**config.mk**
```make
export PLATFORM = sky130hd
export DESIGN_NAME = i2c_target
export DESIGN_NICKNAME = d
export VERILOG_FILES = /design/src/rtl/i2c_target.sv
export SDC_FILE = /design/constraint.sdc
export NUM_CORES = 1
export LEC_CHECK = 0
export BUFFER_PORTS_ARGS = -buffer_cell sky130_fd_sc_hd__buf_2
export CAP_MARGIN = 20
export CORE_ASPECT_RATIO = 0.75
export CORE_UTILIZATION = 45
export DETAILED_ROUTE_END_ITERATION = 16
export PLACE_DENSITY_LB_ADDON = 0.15
export SETUP_SLACK_MARGIN = 0.15
export SKIP_CTS_REPAIR_TIMING = 1
export SLEW_MARGIN = 5
export SYNTH_ARGS = -nofsm -noshare
export SYNTH_HDL_FRONTEND = slang
export SYNTH_SLANG_ARGS = --single-unit
```
**constraint.sdc**
```tcl
create_clock -name clk_i -period 2.1 [get_ports clk_i]
set_clock_uncertainty 0.05 [all_clocks]
set_input_delay 0.42 -clock clk_i [delete_from_list [all_inputs] [get_ports clk_i]]
set_output_delay 0.42 -clock clk_i [all_outputs]
set_load 0.02 [all_outputs]
```
**src/rtl/i2c_target.sv**
```systemverilog
// I2C target exposing NUM_REGS 8-bit registers. It never drives SCL and never stretches the clock.
// Define I2C_TARGET_GLITCH_FILTER_EN to add a 3-sample stability filter on SCL and SDA.
module i2c_target #(
  parameter logic [6:0]            ADDR      = 7'h20,
  parameter int unsigned           NUM_REGS  = 4,
  parameter logic [NUM_REGS*8-1:0] REG_RESET = '0
) (
  input  logic                        clk_i,
  input  logic                        rst_i,
  input  logic                        scl_i,
  input  logic                        sda_i,
  output logic                        sda_oe_o,
  output logic [NUM_REGS*8-1:0]       regs_o,
  output logic                        wr_stb_o,
  output logic [$clog2(NUM_REGS)-1:0] wr_idx_o,
  output logic                        busy_o
);

  localparam int unsigned     PtrW   = $clog2(NUM_REGS);
  localparam logic [PtrW-1:0] PtrOne = PtrW'(1);

  typedef enum logic [3:0] {
    StIdle, StAddr, StAddrAck, StPtr, StPtrAck,
    StWdata, StWdataAck, StRdata, StRdataAck, StIgnore
  } state_e;

  logic [1:0] scl_sync_q, sda_sync_q;
  logic       scl_s, sda_s;
  logic       scl_prev_q, sda_prev_q;
  logic       scl_rise, scl_fall, start_det, stop_det;

  // Bus idles high, so the synchronizers reset to 1 to avoid a false edge after reset.
  always_ff @(posedge clk_i or posedge rst_i) begin
    if (rst_i) begin
      scl_sync_q <= 2'b11;
      sda_sync_q <= 2'b11;
      scl_prev_q <= 1'b1;
      sda_prev_q <= 1'b1;
    end else begin
      scl_sync_q <= {scl_sync_q[0], scl_i};
      sda_sync_q <= {sda_sync_q[0], sda_i};
      scl_prev_q <= scl_s;
      sda_prev_q <= sda_s;
    end
  end

`ifdef I2C_TARGET_GLITCH_FILTER_EN
  logic [1:0] scl_hist_q, sda_hist_q;
  logic       scl_filt_q, sda_filt_q;

  always_ff @(posedge clk_i or posedge rst_i) begin
    if (rst_i) begin
      scl_hist_q <= 2'b11;
      sda_hist_q <= 2'b11;
      scl_filt_q <= 1'b1;
      sda_filt_q <= 1'b1;
    end else begin
      scl_hist_q <= {scl_hist_q[0], scl_sync_q[1]};
      sda_hist_q <= {sda_hist_q[0], sda_sync_q[1]};
      if (scl_sync_q[1] == scl_hist_q[0] && scl_hist_q[0] == scl_hist_q[1]) begin
        scl_filt_q <= scl_sync_q[1];
      end
      if (sda_sync_q[1] == sda_hist_q[0] && sda_hist_q[0] == sda_hist_q[1]) begin
        sda_filt_q <= sda_sync_q[1];
      end
    end
  end

  assign scl_s = scl_filt_q;
  assign sda_s = sda_filt_q;
`else
  assign scl_s = scl_sync_q[1];
  assign sda_s = sda_sync_q[1];
`endif

  assign scl_rise  = scl_s & ~scl_prev_q;
  assign scl_fall  = ~scl_s & scl_prev_q;
  assign start_det = scl_s & scl_prev_q & sda_prev_q & ~sda_s;
  assign stop_det  = scl_s & scl_prev_q & ~sda_prev_q & sda_s;

  state_e                state_q;
  logic [3:0]            bit_cnt_q;
  logic [7:0]            shift_q;
  logic [7:0]            rx_byte;
  logic [7:0]            cur_byte;
  logic [PtrW-1:0]       ptr_q;
  logic                  rw_q;
  logic                  ack_phase_q;
  logic                  oe_q;
  logic                  busy_q;
  logic                  wr_stb_q;
  logic [PtrW-1:0]       wr_idx_q;
  logic [NUM_REGS*8-1:0] regs_q;

  assign rx_byte  = {shift_q[6:0], sda_s};
  assign cur_byte = regs_q[{ptr_q, 3'b000} +: 8];

  // ack_phase_q: in ACK states, 0 = waiting for the fall after bit 8, 1 = ACK bit on the bus.
  // In StRdataAck, 1 = controller ACKed and the next byte loads on the coming fall.
  always_ff @(posedge clk_i or posedge rst_i) begin
    if (rst_i) begin
      state_q     <= StIdle;
      bit_cnt_q   <= '0;
      shift_q     <= '0;
      ptr_q       <= '0;
      rw_q        <= 1'b0;
      ack_phase_q <= 1'b0;
      oe_q        <= 1'b0;
      busy_q      <= 1'b0;
      wr_stb_q    <= 1'b0;
      wr_idx_q    <= '0;
      regs_q      <= REG_RESET;
    end else begin
      wr_stb_q <= 1'b0;
      if (stop_det) begin
        state_q <= StIdle;
        oe_q    <= 1'b0;
        busy_q  <= 1'b0;
      end else if (start_det) begin
        state_q     <= StAddr;
        bit_cnt_q   <= '0;
        ack_phase_q <= 1'b0;
        oe_q        <= 1'b0;
        busy_q      <= 1'b1;
      end else begin
        case (state_q)
          StIdle: ;
          StAddr, StPtr, StWdata: begin
            if (scl_rise) begin
              shift_q   <= rx_byte;
              bit_cnt_q <= bit_cnt_q + 4'd1;
              if (bit_cnt_q == 4'd7) begin
                ack_phase_q <= 1'b0;
                if (state_q == StAddr) begin
                  if (rx_byte[7:1] == ADDR) begin
                    rw_q    <= rx_byte[0];
                    state_q <= StAddrAck;
                  end else begin
                    state_q <= StIgnore;
                  end
                end else if (state_q == StPtr) begin
                  ptr_q   <= rx_byte[PtrW-1:0];
                  state_q <= StPtrAck;
                end else begin
                  regs_q[{ptr_q, 3'b000} +: 8] <= rx_byte;
                  wr_stb_q <= 1'b1;
                  wr_idx_q <= ptr_q;
                  ptr_q    <= ptr_q + PtrOne;
                  state_q  <= StWdataAck;
                end
              end
            end
          end
          StAddrAck, StPtrAck, StWdataAck: begin
            if (scl_fall) begin
              if (!ack_phase_q) begin
                oe_q        <= 1'b1;
                ack_phase_q <= 1'b1;
              end else begin
                ack_phase_q <= 1'b0;
                bit_cnt_q   <= '0;
                if (state_q == StAddrAck && rw_q) begin
                  oe_q    <= ~cur_byte[7];
                  shift_q <= {cur_byte[6:0], 1'b0};
                  state_q <= StRdata;
                end else begin
                  oe_q    <= 1'b0;
                  state_q <= (state_q == StAddrAck) ? StPtr : StWdata;
                end
              end
            end
          end
          StRdata: begin
            if (scl_rise) begin
              bit_cnt_q <= bit_cnt_q + 4'd1;
            end else if (scl_fall) begin
              if (bit_cnt_q == 4'd8) begin
                oe_q        <= 1'b0;
                ack_phase_q <= 1'b0;
                state_q     <= StRdataAck;
              end else begin
                oe_q    <= ~shift_q[7];
                shift_q <= {shift_q[6:0], 1'b0};
              end
            end
          end
          StRdataAck: begin
            if (scl_rise && !ack_phase_q) begin
              if (!sda_s) begin
                ptr_q       <= ptr_q + PtrOne;
                ack_phase_q <= 1'b1;
              end else begin
                state_q <= StIgnore;
              end
            end else if (scl_fall && ack_phase_q) begin
              ack_phase_q <= 1'b0;
              bit_cnt_q   <= '0;
              oe_q        <= ~cur_byte[7];
              shift_q     <= {cur_byte[6:0], 1'b0};
              state_q     <= StRdata;
            end
          end
          StIgnore: oe_q <= 1'b0;
          default: begin
            state_q <= StIdle;
            oe_q    <= 1'b0;
          end
        endcase
      end
    end
  end

  assign sda_oe_o = oe_q;
  assign regs_o   = regs_q;
  assign wr_stb_o = wr_stb_q;
  assign wr_idx_o = wr_idx_q;
  assign busy_o   = busy_q;

endmodule
```
==> results.md <==
- Core area: 0.00747 mm2
- Largest net degree at the start of global routing: 64
- Worst skew pair latency: 350 ps
- Htree depth: 3
- Number of I/O port buffers: 40
- Num CTS Buffers: 9
- Minimum clock period: 2050 ps
- Crit path max-delay family: simple AND/OR/NAND/NOR gates
- Clock sinks: 63
- Outcome: complete, no violations
- Gr usage total: 25.8%
- Number of synthesized flops with an enable pin: 0
- Detail-routed net length per standard cell: 18.2 um
- Startpoint Class: flop
- Drt first pass iters: 5
- Commonest non-fill, non-tap cell in the layout: nand2_1
- Final hold vios: 0
- Worst Setup End Kind: flop
- Seq/Total Area, Yosys: 44.7%
- Clock-pin slew on the worst setup and hold paths: 70 ps
- Dpl cell area: 0.00418 mm2
- Yosys reg bits: 63
- Die area: 0.00823 mm2
- Cell chain of the critical path: inv_2 > ha_2 > and3b_2 > nor4b_4 > o211ai_1 > a21oi_4 > buf_12 > mux2_4
- Clock buffer depth: 2
- Slew Viols, Final: 0
- Crit path buffers/inverters: 2
- CP Class: reg -> reg
- Max-cap violations: 0
- Post-synth top area cell: dfrtp_1
- N_diodes: 0
- Slew of the pin with the lowest slew margin: 405 ps
- Final non-filler cell area: 0.00471 mm2
- Remaining DRCs: 0
- CP peak stage delay: 400 ps
- Total congestion overflow: 0
- Chip width: 104 um
- Critical path required time: 2280 ps
- Root buf cell: clkbuf_8
- Routability-driven placement congestion ratio: 0.912
- Worst slew margin: 72.9%
- Tcrit/Tclk final: 97.7%
- RSZ-0062 raised after global routing: yes
- Peak supply drop: 510 uV
- FMAX: 0.487 GHz
- NumNets Final: 480
- Die height: 78.8 um
- Syn Nets: 388
- Setup violators final: 0
- Slowest-stage cell, CP: dfrtp_1
- Placed insts: 544
- Share of layout cells above drive strength 1: 39.2%
- Largest cells by area after synthesis: dfrtp_1 40%, nand2_1 10%, o21ai_0 5.7%, mux4_2 5.1%, dfstp_2 4.5%
- Ys flop type: dfrtp_1
- Final ANT Viol Nets: 0
- Initial antenna violation count: 0
- Post-synth top area share: 40.3%
- Via/cell ratio: 5.69
- Yosys warns: 0
- Vias in the first global route: 2,961
- Mapped Area: 0.00354 mm2
- Total number of vias: 3,273
- CTS tree: done
- Crit-path max FO: 8
- Total power: 5590 uW
- Final WL: 10.5 mm
- Syn Area/Cell: 9.39 um2
- First-pass GRT wire length: 16.0 mm
- Post-synthesis cell count: 377
- Critical Path AT: 2230 ps
- Initial Util: 47.4%
- Layout area overhead: 33.1%
- Power Density: 1190 mW/mm2
- I/O pin count: 41
- Hpwl dp: 7.45 mm
- Hold slack: 101 ps
- Rows: 27
- Ys async rst share: 100%
- Post-Layout Cell Count: 575
- Leakage power: 0.00216 uW
- DRC violation total after the first TritonRoute iteration: 245
- Hold WC Path Type: in -> async
- Most frequent cells in the layout: 96 x nand2_1, 56 x dfrtp_1, 48 x buf_4
- Cell variety after synth: 60
## kinds of logic after synthesis
| logic type | synth area share (%) |
|---|---|
| adders and majority gates | 2.47 |
| xor gates and xnor gates | 0.495 |
| buffers and inverters | 3.75 |
| muxes | 9.40 |
| AOI/OAI and AO/OA | 16.3 |
| DFF | 44.7 |
| and+or+nand+nor | 22.8 |
## worst min-delay path: cells and delay by family
family | cells | cell delay (ps)
buffers and inverters | 3 | 470
## sequential cells by signal (all words and copies together), names as in the netlist, 2 cells and up
signal / count
scl_sync_q: 2
shift_q: 8
wr_idx_o: 2
bit_cnt_q: 4
sda_sync_q: 2
regs_o: 32
ptr_q: 2
state_q: 4
## cell type report
class                           instances  area [um2]
Tap cell                              101         126
Sequential cell                        63        1590
Multi-Input combinational cell        286        2040
Inverter                                9        37.5
Clock inverter                          6        68.8
Clock buffer                           10         138
Timing Repair Buffer                  100         713
Fill cell                             624        2750
## synth_stat cells, drive strengths merged, types with 3 or more instances
cell type / n
buf: 12
clkbuf: 7
inv: 9
nand2b: 6
a21o: 4
nor3: 9
mux2: 10
dfrtp: 57
a21oi: 11
o211ai: 3
ha: 7
nand3: 9
a31oi: 8
o21bai: 3
o21ai: 40
nand3b: 3
nor4b: 5
o22ai: 4
nor3b: 6
a22o: 3
nor2: 9
mux4: 8
nand2: 99
mux2i: 4
dfstp: 6
## layer usage
layer	wire length, um	share of wire, %	GRT usage [%]	vias to the layer above
li1	-	-	-	1538
met4	121	1.2	7.00	0
met2	4350	42	34.2	135
met1	5100	49	40.5	1588
met5	0	0	0	-
met3	889	8.5	6.65	12
## per-stage QoR
step	utilization [%]	worst slack, ps	setup TNS (ps)
finish	63.1	48.0	0
global route	63.1	-37.1	-254
CTS	58.7	-29.8	-36.3
detailed placement	55.9	6.19	0
global placement	55.9	36.1	0
floorplan	-	163	0
## worst paths after layout
check | startpoint | to | slack [ps] | cells past startpoint
setup reg to reg | bit_cnt_q[0] | shift_q[7] | 50 | 8
hold / removal | rst_i | busy_o | 100 | 3
setup / recovery | bit_cnt_q[0] | shift_q[7] | 50 | 8
max in group asynchronous | rst_i | state_q[1] | 1600 | 3
min in group clk_i | scl_i | scl_sync_q[0] | 120 | 1
hold reg to reg | sda_sync_q[0] | sda_sync_q[1] | 310 | 0
## report_power, final
part / switching [uW] / internal, uW
Sequential: 198 / 1370
Combinational: 1520 / 1400
Clock: 514 / 586
Total: 2240 / 3350
Note: power is estimated with default switching activity, not from simulation.
